<file path="config.mk">
export PLATFORM = sky130hd
export DESIGN_NAME = nco_phase_ctrl
export DESIGN_NICKNAME = d
export VERILOG_FILES = /design/src/rtl/nco_pkg.sv /design/src/rtl/nco_valid_delay.sv /design/src/rtl/nco_phase_ctrl.sv
export SDC_FILE = /design/constraint.sdc
export NUM_CORES = 1
export LEC_CHECK = 0
export ABC_AREA = 1
export CAP_MARGIN = 10
export CORE_MARGIN = 2
export CORE_UTILIZATION = 59
export CTS_CLUSTER_SIZE = 28
export DETAILED_ROUTE_END_ITERATION = 8
export DONT_BUFFER_PORTS = 1
export PLACE_DENSITY = 0.86
export SETUP_SLACK_MARGIN = 0.5
export SYNTH_ARGS = -nofsm -noshare
export SYNTH_HDL_FRONTEND = slang
export SYNTH_SLANG_ARGS = --single-unit
</file>
<file path="constraint.sdc">
create_clock -name clk -period 2.7 [get_ports clk]
set_clock_uncertainty 0.15 [all_clocks]
set_input_delay 0.54 -clock clk [delete_from_list [all_inputs] [get_ports clk]]
set_output_delay 0.54 -clock clk [all_outputs]
set_load 0.02 [all_outputs]
</file>
<file path="src/rtl/nco_pkg.sv">
// nco_pkg
//   Shared definitions for the NCO phase controller: default widths, the
//   quarter-wave address offset that turns a cosine address into a sine
//   address, and the tuning-word update state encoding.
package nco_pkg;

  localparam int ACC_W_DEF   = 32;
  localparam int ADDR_W_DEF  = 12;
  localparam int DATA_W_DEF  = 16;
  localparam int ROM_LAT_DEF = 1;

  // Tuning-word update state: IDLE accepts a new word, PEND holds one that
  // waits for the next accumulator wrap (or a phase clear).
  typedef enum logic {
    IDLE = 1'b0,
    PEND = 1'b1
  } upd_state_t;

  // Quarter of the ROM depth, i.e. pi/2 expressed in address units.
  function automatic int quarter_off(input int addr_w);
    return 1 << (addr_w - 2);
  endfunction

endpackage

</file>
<file path="src/rtl/nco_valid_delay.sv">
// nco_valid_delay
//   Shift register that carries the sample-valid tag alongside the ROM read
//   so that it emerges in step with the registered ROM data.
// Ports:
//   clk      system clock
//   reset    synchronous active-high reset, clears every stage
//   in_vld   valid tag entering the pipe
//   out_vld  valid tag after LEN cycles
module nco_valid_delay #(
  parameter int LEN = 2
) (
  input  logic clk,
  input  logic reset,
  input  logic in_vld,
  output logic out_vld
);

  logic [LEN-1:0] vld_p;

  // Shifting with << keeps this legal for LEN == 1 as well.
  always_ff @(posedge clk) begin
    if (reset) begin
      vld_p <= '0;
    end else begin
      vld_p <= (vld_p << 1) | LEN'(in_vld);
    end
  end

  assign out_vld = vld_p[LEN-1];

endmodule

</file>
<file path="src/rtl/nco_phase_ctrl.sv">
// nco_phase_ctrl
//   NCO front end: phase accumulator, registered cos/sin ROM addresses and
//   capture of the ROM read data into aligned, valid-tagged samples.
//   Tuning words arrive over a valid/ready handshake; with SYNC_UPDATE=1 a
//   new word is held until the accumulator wraps so the phase stays
//   continuous.
// Ports:
//   clk, reset             clock, synchronous active-high reset
//   en                     advance accumulator and issue ROM reads
//   phase_clr              force accumulator to zero
//   phase_off              static phase offset added before truncation
//   ftw/ftw_valid/ftw_ready  tuning-word handshake
//   cos_addr, sin_addr     registered ROM addresses
//   cos_rom_data, sin_rom_data  ROM read data (ROM_LAT cycles after address)
//   out_valid, cos_out, sin_out  aligned sample strobe and data
module nco_phase_ctrl
  import nco_pkg::*;
#(
  parameter int ACC_W       = ACC_W_DEF,
  parameter int ADDR_W      = ADDR_W_DEF,
  parameter int DATA_W      = DATA_W_DEF,
  parameter int ROM_LAT     = ROM_LAT_DEF,
  parameter int SYNC_UPDATE = 1
) (
  input  logic                     clk,
  input  logic                     reset,
  input  logic                     en,
  input  logic                     phase_clr,
  input  logic [ACC_W-1:0]         phase_off,
  input  logic [ACC_W-1:0]         ftw,
  input  logic                     ftw_valid,
  output logic                     ftw_ready,
  output logic [ADDR_W-1:0]        cos_addr,
  output logic [ADDR_W-1:0]        sin_addr,
  input  logic signed [DATA_W-1:0] cos_rom_data,
  input  logic signed [DATA_W-1:0] sin_rom_data,
  output logic                     out_valid,
  output logic signed [DATA_W-1:0] cos_out,
  output logic signed [DATA_W-1:0] sin_out
);

  localparam logic [ADDR_W-1:0] QUARTER = ADDR_W'(quarter_off(ADDR_W));

  logic [ACC_W-1:0]  acc;
  logic [ACC_W-1:0]  ftw_active;
  logic [ACC_W:0]    acc_sum;
  logic              wrap;
  logic              accept;
  logic [ADDR_W-1:0] cos_addr_next;
  logic              vld_last;

  // The extra top bit of acc_sum is the wrap (carry-out) indicator.
  assign acc_sum       = {1'b0, acc} + {1'b0, ftw_active};
  assign wrap          = en & acc_sum[ACC_W];
  assign accept        = ftw_valid & ftw_ready;
  assign cos_addr_next = ADDR_W'((acc + phase_off) >> (ACC_W - ADDR_W));

  // ---- p0: phase accumulator ----
  always_ff @(posedge clk) begin
    if (reset) begin
      acc <= '0;
    end else if (phase_clr) begin
      acc <= '0;
    end else if (en) begin
      acc <= acc_sum[ACC_W-1:0];
    end
  end

  // Tuning-word update path
  generate
    if (SYNC_UPDATE != 0) begin : g_sync
      upd_state_t       state;
      logic [ACC_W-1:0] ftw_pend;

      // A phase clear coinciding with an accept, or arriving while a word is
      // pending, applies that word on the same edge as the clear.
      always_ff @(posedge clk) begin
        if (reset) begin
          state      <= IDLE;
          ftw_active <= '0;
          ftw_ready  <= 1'b1;
        end else begin
          case (state)
            IDLE: begin
              if (accept) begin
                if (phase_clr) begin
                  ftw_active <= ftw;
                end else begin
                  ftw_pend  <= ftw;
                  state     <= PEND;
                  ftw_ready <= 1'b0;
                end
              end
            end
            PEND: begin
              if (phase_clr || wrap) begin
                ftw_active <= ftw_pend;
                state      <= IDLE;
                ftw_ready  <= 1'b1;
              end
            end
          endcase
        end
      end
    end else begin : g_imm
      always_ff @(posedge clk) begin
        if (reset) begin
          ftw_active <= '0;
        end else if (accept) begin
          ftw_active <= ftw;
        end
      end

      assign ftw_ready = 1'b1;
    end
  endgenerate

  // ---- p1: ROM address registers (sin x = cos(x - pi/2)) ----
  always_ff @(posedge clk) begin
    if (reset) begin
      cos_addr <= '0;
      sin_addr <= '0;
    end else if (en) begin
      cos_addr <= cos_addr_next;
      sin_addr <= cos_addr_next - QUARTER;
    end
  end

  // Valid tag: one stage for the address register plus ROM_LAT for the ROM.
  nco_valid_delay #(
    .LEN(ROM_LAT + 1)
  ) u_vld_delay (
    .clk    (clk),
    .reset  (reset),
    .in_vld (en),
    .out_vld(vld_last)
  );

  // ---- p2: sample capture ----
  always_ff @(posedge clk) begin
    if (reset) begin
      out_valid <= 1'b0;
      cos_out   <= '0;
      sin_out   <= '0;
    end else begin
      out_valid <= vld_last;
      if (vld_last) begin
        cos_out <= cos_rom_data;
        sin_out <= sin_rom_data;
      end
    end
  end

endmodule

</file>
* Yosys cells after proc, flatten, opt, wreduce, memory -nomap -nowiden *
Index checks and enable logic that the tools add are counted.

storage, ports and cells
  register bits after elaboration = 157
  input port bits = 101
  output and inout port bits = 58
  word-level logic and storage cells = 41

cells by class
  $add $sub $neg = 3
  eq/ne operators = 4
  muxes and demuxes = 12
  bitwise logic cells = 6
  reduce and logical (&&, ||, !) cells = 5

operator list
  cell                      number
  $mux W32                  3
  $pmux W32 S2              1
  $add A32 B32 Y33          1
  $add A32 B32 Y32          1
  $sub A12 B11 Y12 const B  1
  $mux W1                   6
  $ne A2 B2 Y1 const B      3
  $reduce_and A3 Y1         2
  $pmux W1 S2               2
  $reduce_and A4 Y1         1
  $not A1 Y1                3
  $and A1 B1 Y1             2
  $ne A2 B1 Y1 const B      1
  $or A2 B1 Y2              1
  $reduce_or A2 Y1          1
  $logic_or A1 B1 Y1        1

* Longest topological paths before layout *
Gate-level depths: netlist of run 1.

  depth after elaboration = 5
  gate-level depth with buffers = 17

* Hierarchy *
Synthesis of run 1 repeated with hierarchy kept, for this count alone.

unflattened totals
  cells, all modules = 1489
  area total of the unflattened synthesis = 9456.6 um^2

by module, submodules not included
  module           instances  cells an instance  area each (um^2)  sequential area each (um^2)
  nco_phase_ctrl   1          1483               9401.5            3223.1
  nco_valid_delay  1          6                  55.1              40.0

* Least setup slack after synthesis of run 1 *
Ideal clock, no wire load.

  path kind = in2reg
  start = input port reset
  end = register g_sync.ftw_pend[0] (enable)
  arrival time = 2.295 ns
  required time = 2.129 ns
  setup slack = -0.166 ns
  cell stages on the path = 3
  cells stage by stage = clkbuf_1 -> clkbuf_1 -> nor2_1

on the way
  word-level cells in the longest chain between the ends = 2

ends and longest elaborated chain
  what                         line                  RTL
  start, declared              nco_phase_ctrl.sv:26  input logic reset,
  $not A1 Y1 (no line)         --
  $reduce_and A4 Y1 (no line)  --
  end signal, assigned         nco_phase_ctrl.sv:89  ftw_pend <= ftw;
  end, declared                nco_phase_ctrl.sv:73  logic [ACC_W-1:0] ftw_pend;

Every way passes these cells.
A chain may end at the register's enable or synchronous reset.

* Worst setup path after layout of run 1 *
  start = register acc[0]
  end = register acc[18]

on the way
  word-level cells in the longest chain between the ends = 1

ends and longest elaborated chain
  what                    line                  RTL
  start, declared         nco_phase_ctrl.sv:44  logic [ACC_W-1:0] acc;
  start signal, assigned  nco_phase_ctrl.sv:65  acc <= acc_sum[ACC_W-1:0];
  $add A32 B32 Y33        nco_phase_ctrl.sv:53  assign acc_sum = {1'b0, acc} + {1'b0, ftw_active};

Every way passes these cells.

==> summary.md, run 1 <==
| Metric | Value |
|---|---|
| Switch Pwr | `1.87 mW` |
| Area share of the largest cell type after synthesis | `24.3%` |
| Crit path largest cell delay | `360 ps` |
| Die X | `131 um` |
| CP top delay family | `simple AND/OR/NAND/NOR gates` |
| Max Clk Rate | `421 MHz` |
| Post-synthesis cell area | `9480 um^2` |
| Die height | `131 um` |
| Worst setup EP type | `register` |
| Root buffer cell | `clkbuf_16` |
| Internal | `4.24 mW` |
| RSZ-0062 raised after global routing | `yes` |
| Final ANT Viol Nets | `0` |
| First-pass GRT wire length | `40.3 mm` |
| Post-Syn Nets | `1650` |
| Worst slew pin tran | `1070 ps` |
| Total GRT Usage | `30.0%` |
| Outcome | `finished, final reports clean` |
| Starting DRT DRC Count | `773` |
| Initial core utilization | `60.1%` |
| Final setup TNS | `0 ps` |
| Switching share of power | `30.6%` |
| Most common cell after layout, fill and taps aside | `nand2_1` |
| FP Rows | `46` |
| Fin. max-slew vios | `0` |
| DRT Pass-1 Iters | `9` |
| Per-cell routed wire length | `16.1 um` |
| Worst hold margin | `15.6 ps` |
| Worst-path cell chain | `ha_4, fa_2, nand2_2, nand2_2, and2_4, a21oi_4, buf_6, o21ai_4, nand2_1, nand2_1, nand2_1, nand2_1, o21ai_2, inv_1` |
| Minimum clock period | `2370 ps` |
| Commonest non-fill, non-tap cells in the layout | `nand2_1, nor2_1, inv_1, dfxtp_1, o21ai_0` |
| Arrival @ worst endpoint | `2550 ps` |
| Initial antenna violation count | `0` |
| Layout area overhead | `18.0%` |
| Num ports | `159` |
| Maxcap violations | `0` |
| Number of port buffers | `0` |
| Pleak | `5.59 nW` |
| Req. time, crit path | `2880 ps` |
| Largest net degree at the start of global routing | `73` |
| Largest area contributor in the netlist | `dfxtp_1` |
| Final hold violations | `0` |
| Fillers | `1234` |
| Via density | `5.56` |
| Clock tree buffer depth | `2` |
| Nets | `1650` |
| Gp weighted congestion | `0.984` |
| GRT Residual Overflow | `0` |
| Worst-path clk slew | `60 ps` |
| Slowest CP cell | `dfxtp_4` |
| CTS tree | `yes` |
| Cell variety after synth | `34` |
| Worst setup margin | `327 ps` |
| Worst min-delay path category | `input port to register` |
| Drt total wl | `27.6 mm` |
| CP max FO | `5` |
| DRC | `0` |
| Die outline area | `17100 um^2` |
| Count of state elements after synthesis | `147` |
| Synth top area cells | `dfxtp_1, nand2_1, nor2_1, edfxtp_1, ha_1` |
| CORE AREA | `15800 um^2` |
| Mapped Cells | `1486` |
| Final Power | `6.10 mW` |
| Critical path class | `register to register` |
| DR vias | `9533` |
| Sum of buffers and inverters on the critical path | `2` |
| Setup violations, final | `0` |
| Cell mode on critical path | `nand2_1` |
| Number of global-route vias before repair | `8565` |
| Yosys Warn Count | `0` |
| Clk Latency, worst-skew pair | `430 ps` |
| Seq pwr share | `42.7%` |
| CTS Buf Count | `17` |
| Final core occ | `70.9%` |
| Clk sinks | `147` |
| Antenna diode count | `0` |
| Comb power frac | `19.0%` |
| Pre-CTS WS | `161 ps` |
| Share of layout cells above drive strength 1 | `14.4%` |
| Pwr per Cell Area | `546 nW/um^2` |
| Hold_buf cts | `0` |
| Worst vdd ir | `0.438 mV` |
| Sequential fraction of the synthesis area | `34.4%` |
| H-tree depth | `4` |
| Final HPWL DP | `18.5 mm` |
| Clock power frac | `38.3%` |
| Syn_area_per_cell | `6.38 um^2` |
| Relative slew slack | `28.8%` |
| CP Launch Type | `register` |
| Period utilization | `87.9%` |
cell type report:
cell class	count	area [um^2]	area share (%)
multi-input combinational	1102	5960	53.3
sequential	147	3310	29.6
inverter	186	698	6.24
clock buffer	20	479	4.28
timing repair buffer	32	369	3.30
tap	216	270	2.42
clock inverter	11	98.8	0.884
per-layer routing:
layer  global-route usage [%]  up-vias  share of wire [%]
li1                         -     4664                  -
met1                     39.0     4320                 41
met2                     49.4      446                 46
met3                     6.88      103                9.1
met4                     10.7        0                3.6
met5                        0        -                  0
sequential cells by signal, indices dropped and copies added, names as in the netlist:
register	flops
acc	32
cos_addr	12
cos_out	16
ftw_active	32
ftw_ready	1
g_sync.ftw_pend	32
g_sync.state	1
out_valid	1
sin_addr	2
sin_out	16
u_vld_delay.vld_p	2
cells in the mapped netlist:
| library cell | count |
|---|---|
| or2_2 | 3 |
| inv_1 | 185 |
| nor4_1 | 3 |
| o21ai_0 | 74 |
| xor2_1 | 14 |
| xnor2_1 | 2 |
| a21oi_1 | 71 |
| o211ai_1 | 5 |
| ha_1 | 62 |
| nand2_2 | 4 |
| fa_1 | 1 |
| o21a_1 | 2 |
| buf_1 | 3 |
| a21o_1 | 6 |
| o21bai_1 | 16 |
| buf_2 | 3 |
| edfxtp_1 | 32 |
| nor2_1 | 295 |
| dfxtp_1 | 115 |
| clkinv_1 | 1 |
| nand3_4 | 1 |
| buf_4 | 11 |
| buf_6 | 3 |
| nand4_1 | 4 |
| clkbuf_1 | 31 |
| nand3_1 | 69 |
| nand2_1 | 443 |
| nor2_2 | 1 |
| and2_1 | 2 |
| a21boi_0 | 3 |
| nor3_1 | 13 |
| and3_1 | 3 |
| a31oi_1 | 4 |
| and3b_1 | 1 |
worst register-to-register path, delay by kind of cell, from the launching register on:
kind / cells / cell delay [ps]
flops: 1 / 360
simple gates: 7 / 660
fa+ha+maj: 2 / 520
buf+inv: 2 / 190
compound gates: 3 / 380
through the flow:
| stage | std cells | instance area (um^2) |
|---|---|---|
| floorplan | 1486 | 9490 |
| global placement | 1660 | 9590 |
| detailed placement | 1660 | 9590 |
| CTS | 1703 | 10600 |
| global route | 1714 | 11200 |
| finish | 1714 | 11200 |
cells by family after synthesis:
logic type      share of synthesized area [%]
simple gates                             35.2
buf+inv                                  10.1
compound gates                           10.5
flops                                    34.4
fa+ha+maj                                8.39
xor+xnor                                 1.48
power by group through the flow:
| stage | sequential, mW | clock (mW) | combinational (mW) |
|---|---|---|---|
| detailed placement | 2.61 | 0 | 0.898 |
| finish | 2.61 | 2.34 | 1.16 |
| global route | 2.62 | 2.43 | 1.29 |
| global placement | 2.60 | 0 | 0.875 |
| floorplan | 2.55 | 0 | 0.775 |
| CTS | 2.58 | 2.35 | 1.01 |
timing repair:
item / 4_1_cts / 5_1_grt
pin swaps: 4 / 22
endpoints found under the setup margin: 44 / 68
setup buffers: 10 / 8
cloned: 2 / 3
resized for setup: 42 / 128
path summary, 6_finish.rpt:
check	from	end	slack, ps	cells after the start
min	reset	g_sync.state	20	1
max	acc[0]	acc[18]	330	14
max reg2reg	acc[0]	acc[18]	330	14
min reg2reg	u_vld_delay.vld_p[0]	u_vld_delay.vld_p[1]	260	2
Power figures use the tool's default switching activity.
==> inputs of run 2 (changes only) <==
--- a/config.mk
+++ b/config.mk
@@ -12,7 +12,8 @@
 export CTS_CLUSTER_SIZE = 28
 export DETAILED_ROUTE_END_ITERATION = 8
 export DONT_BUFFER_PORTS = 1
-export PLACE_DENSITY = 0.86
+export HOLD_SLACK_MARGIN = 0.15
+export PLACE_DENSITY_LB_ADDON = 0.1
 export SETUP_SLACK_MARGIN = 0.5
 export SYNTH_ARGS = -nofsm -noshare
 export SYNTH_HDL_FRONTEND = slang
==> summary.md, run 2 (same netlist as run 1, synthesis figures left out) <==
| Metric | Value |
|---|---|
| Layout area overhead | `25.2%` |
| Initial antenna violation count | `0` |
| Clock tree buffer depth | `2` |
| Share of layout cells above drive strength 1 | `12.6%` |
| Minimum clock period | `2350 ps` |
| Initial core utilization | `60.1%` |
| Worst vdd ir | `0.481 mV` |
| Pleak | `5.89 nW` |
| Arrival @ worst endpoint | `2510 ps` |
| Register area | `3310 um^2` |
| Worst-path clk slew | `60 ps` |
| Nets | `1717` |
| Die X | `131 um` |
| CORE AREA | `15800 um^2` |
| FF-to-FF Start | `acc[0]` |
| Via density | `5.32` |
| Maxcap violations | `0` |
| Worst min-delay path category | `input port to register` |
| Switching share of power | `28.9%` |
| DR vias | `9474` |
| Sum of buffers and inverters on the critical path | `2` |
| Worst setup EP type | `register` |
| Total GRT Usage | `30.0%` |
| Final setup TNS | `0 ps` |
| Hold Path Depth | `3` |
| Hold EP | `acc[26]` |
| RSZ-0062 raised after global routing | `yes` |
| Starting DRT DRC Count | `611` |
| Commonest non-fill, non-tap cells in the layout | `nand2_1, nor2_1, inv_1, dfxtp_1, dlygate4sd3_1` |
| Pre-CTS WS | `210 ps` |
| Switch Pwr | `1.84 mW` |
| Dpl cells | `1660` |
| Clk sinks | `147` |
| Req. time, crit path | `2870 ps` |
| First-pass GRT wire length | `40.2 mm` |
| Worst slew pin tran | `1000 ps` |
| Per-cell routed wire length | `15.3 um` |
| Gp weighted congestion | `0.950` |
| Num ports | `159` |
| Worst hold margin | `181 ps` |
| CP top delay family | `simple AND/OR/NAND/NOR gates` |
| Crit path largest cell delay | `360 ps` |
| Fillers | `1265` |
| Comb power frac | `19.3%` |
| Worst setup margin | `353 ps` |
| Fin. max-slew vios | `0` |
| Biggest regs | `acc (32), ftw_active (32), g_sync.ftw_pend (32)` |
| CP max FO | `9` |
| Largest net degree at the start of global routing | `56` |
| DRC | `0` |
| Number of port buffers | `0` |
| H-tree depth | `4` |
| Max Clk Rate | `426 MHz` |
| Drt total wl | `27.3 mm` |
| R2R cell count | `18` |
| FP Rows | `46` |
| Final hold violations | `0` |
| Period utilization | `86.9%` |
| Final ANT Viol Nets | `0` |
| Slowest CP cell | `fa_2` |
| Worst-path cell chain | `ha_4, fa_2, nand2_2, nand2_2, nand3_2, nand2_2, nand2_2, nand2_2, nand2_1, nand2_1, nand2_1, nand2_2, nand3_4, buf_6, buf_12, nand2_1, nand2_1, nor2_1` |
| Multi-input gate area | `5870 um^2` |
| CP Launch Type | `register` |
| Cell mode on critical path | `nand2_2` |
| R2r setup slk | `350 ps` |
| Worst hold start | `en` |
| Root buffer cell | `clkbuf_16` |
| Number of global-route vias before repair | `8592` |
| CTS tree | `yes` |
| DRT Pass-1 Iters | `6` |
| Pwr per Cell Area | `536 nW/um^2` |
| Seq pwr share | `40.9%` |
| Critical path class | `register to register` |
| Clk Latency, worst-skew pair | `430 ps` |
| Final core occ | `75.2%` |
| Post-route cell area | `11900 um^2` |
| Most common cell after layout, fill and taps aside | `nand2_1` |
| Internal | `4.52 mW` |
| Die outline area | `17100 um^2` |
| CTS Buf Count | `17` |
| Relative slew slack | `33.0%` |
| FF-to-FF End | `ftw_active[9]` |
| Antenna diode count | `0` |
| Final std cells w/o fill | `1782` |
| Clock power frac | `39.8%` |
| GRT Residual Overflow | `0` |
| Outcome | `finished, final reports clean` |
| Setup violations, final | `0` |
| DP Area | `9580 um^2` |
| Final HPWL DP | `17.7 mm` |
| Die height | `131 um` |
| Final Power | `6.37 mW` |
## run 2: final cells by class
type,count,share of cell area (%)
clock buffers,23,4.21
clock inverters,9,1.17
inverters,186,5.88
multi-input cells,1102,49.5
well taps,216,2.28
repair buffers,99,9.08
flip-flops and latches,147,27.9
## run 2: per-layer routing
layer	share of wire, %	GRT usage (%)	vias to the layer above	routed length [um]
met5	0	0	-	0
met4	2.8	10.0	0	775
met3	7.8	6.88	69	2130
met2	47	50.5	369	12800
met1	43	38.2	4217	11600
li1	-	-	4819	-
## run 2: worst max path at each step
stage	slack (ps)	cells after the start	start	to
global placement	270	17	acc[0]	ftw_active[25]
CTS	390	18	acc[0]	ftw_active[14]
detailed placement	210	17	acc[0]	ftw_active[23]
floorplan	500	16	acc[0]	ftw_active[17]
finish	350	18	acc[0]	ftw_active[9]
global route	220	17	ftw_active[5]	ftw_active[12]
## run 2: timing repair
item                                    CTS  global route
endpoints found under the setup margin   39            64
hold buffers                             68             0
gates cloned                              4             2
hold endpoints to repair                 90             0
resized for setup                        52           107
buffers inserted                          6            10
pin swaps                                 5            30
## run 2: power groups by stage
stage	registers (mW)	clock network (mW)	logic, mW
after floorplan	2.55	0	0.775
after global placement	2.61	0	0.869
after detailed placement	2.61	0	0.881
after CTS	2.59	2.55	1.11
after global routing	2.62	2.63	1.36
final	2.60	2.53	1.23
## run 2: worst reg2reg max path: stages (launching register included)
cell	delay (ps)
dfxtp_2	340
ha_4	170
fa_2	360
nand2_2	70
nand2_2	60
nand3_2	80
nand2_2	80
nand2_2	70
nand2_2	60
nand2_1	60
nand2_1	40
nand2_1	70
nand2_2	80
nand3_4	90
buf_6	150
buf_12	130
nand2_1	50
nand2_1	70
nor2_1	50
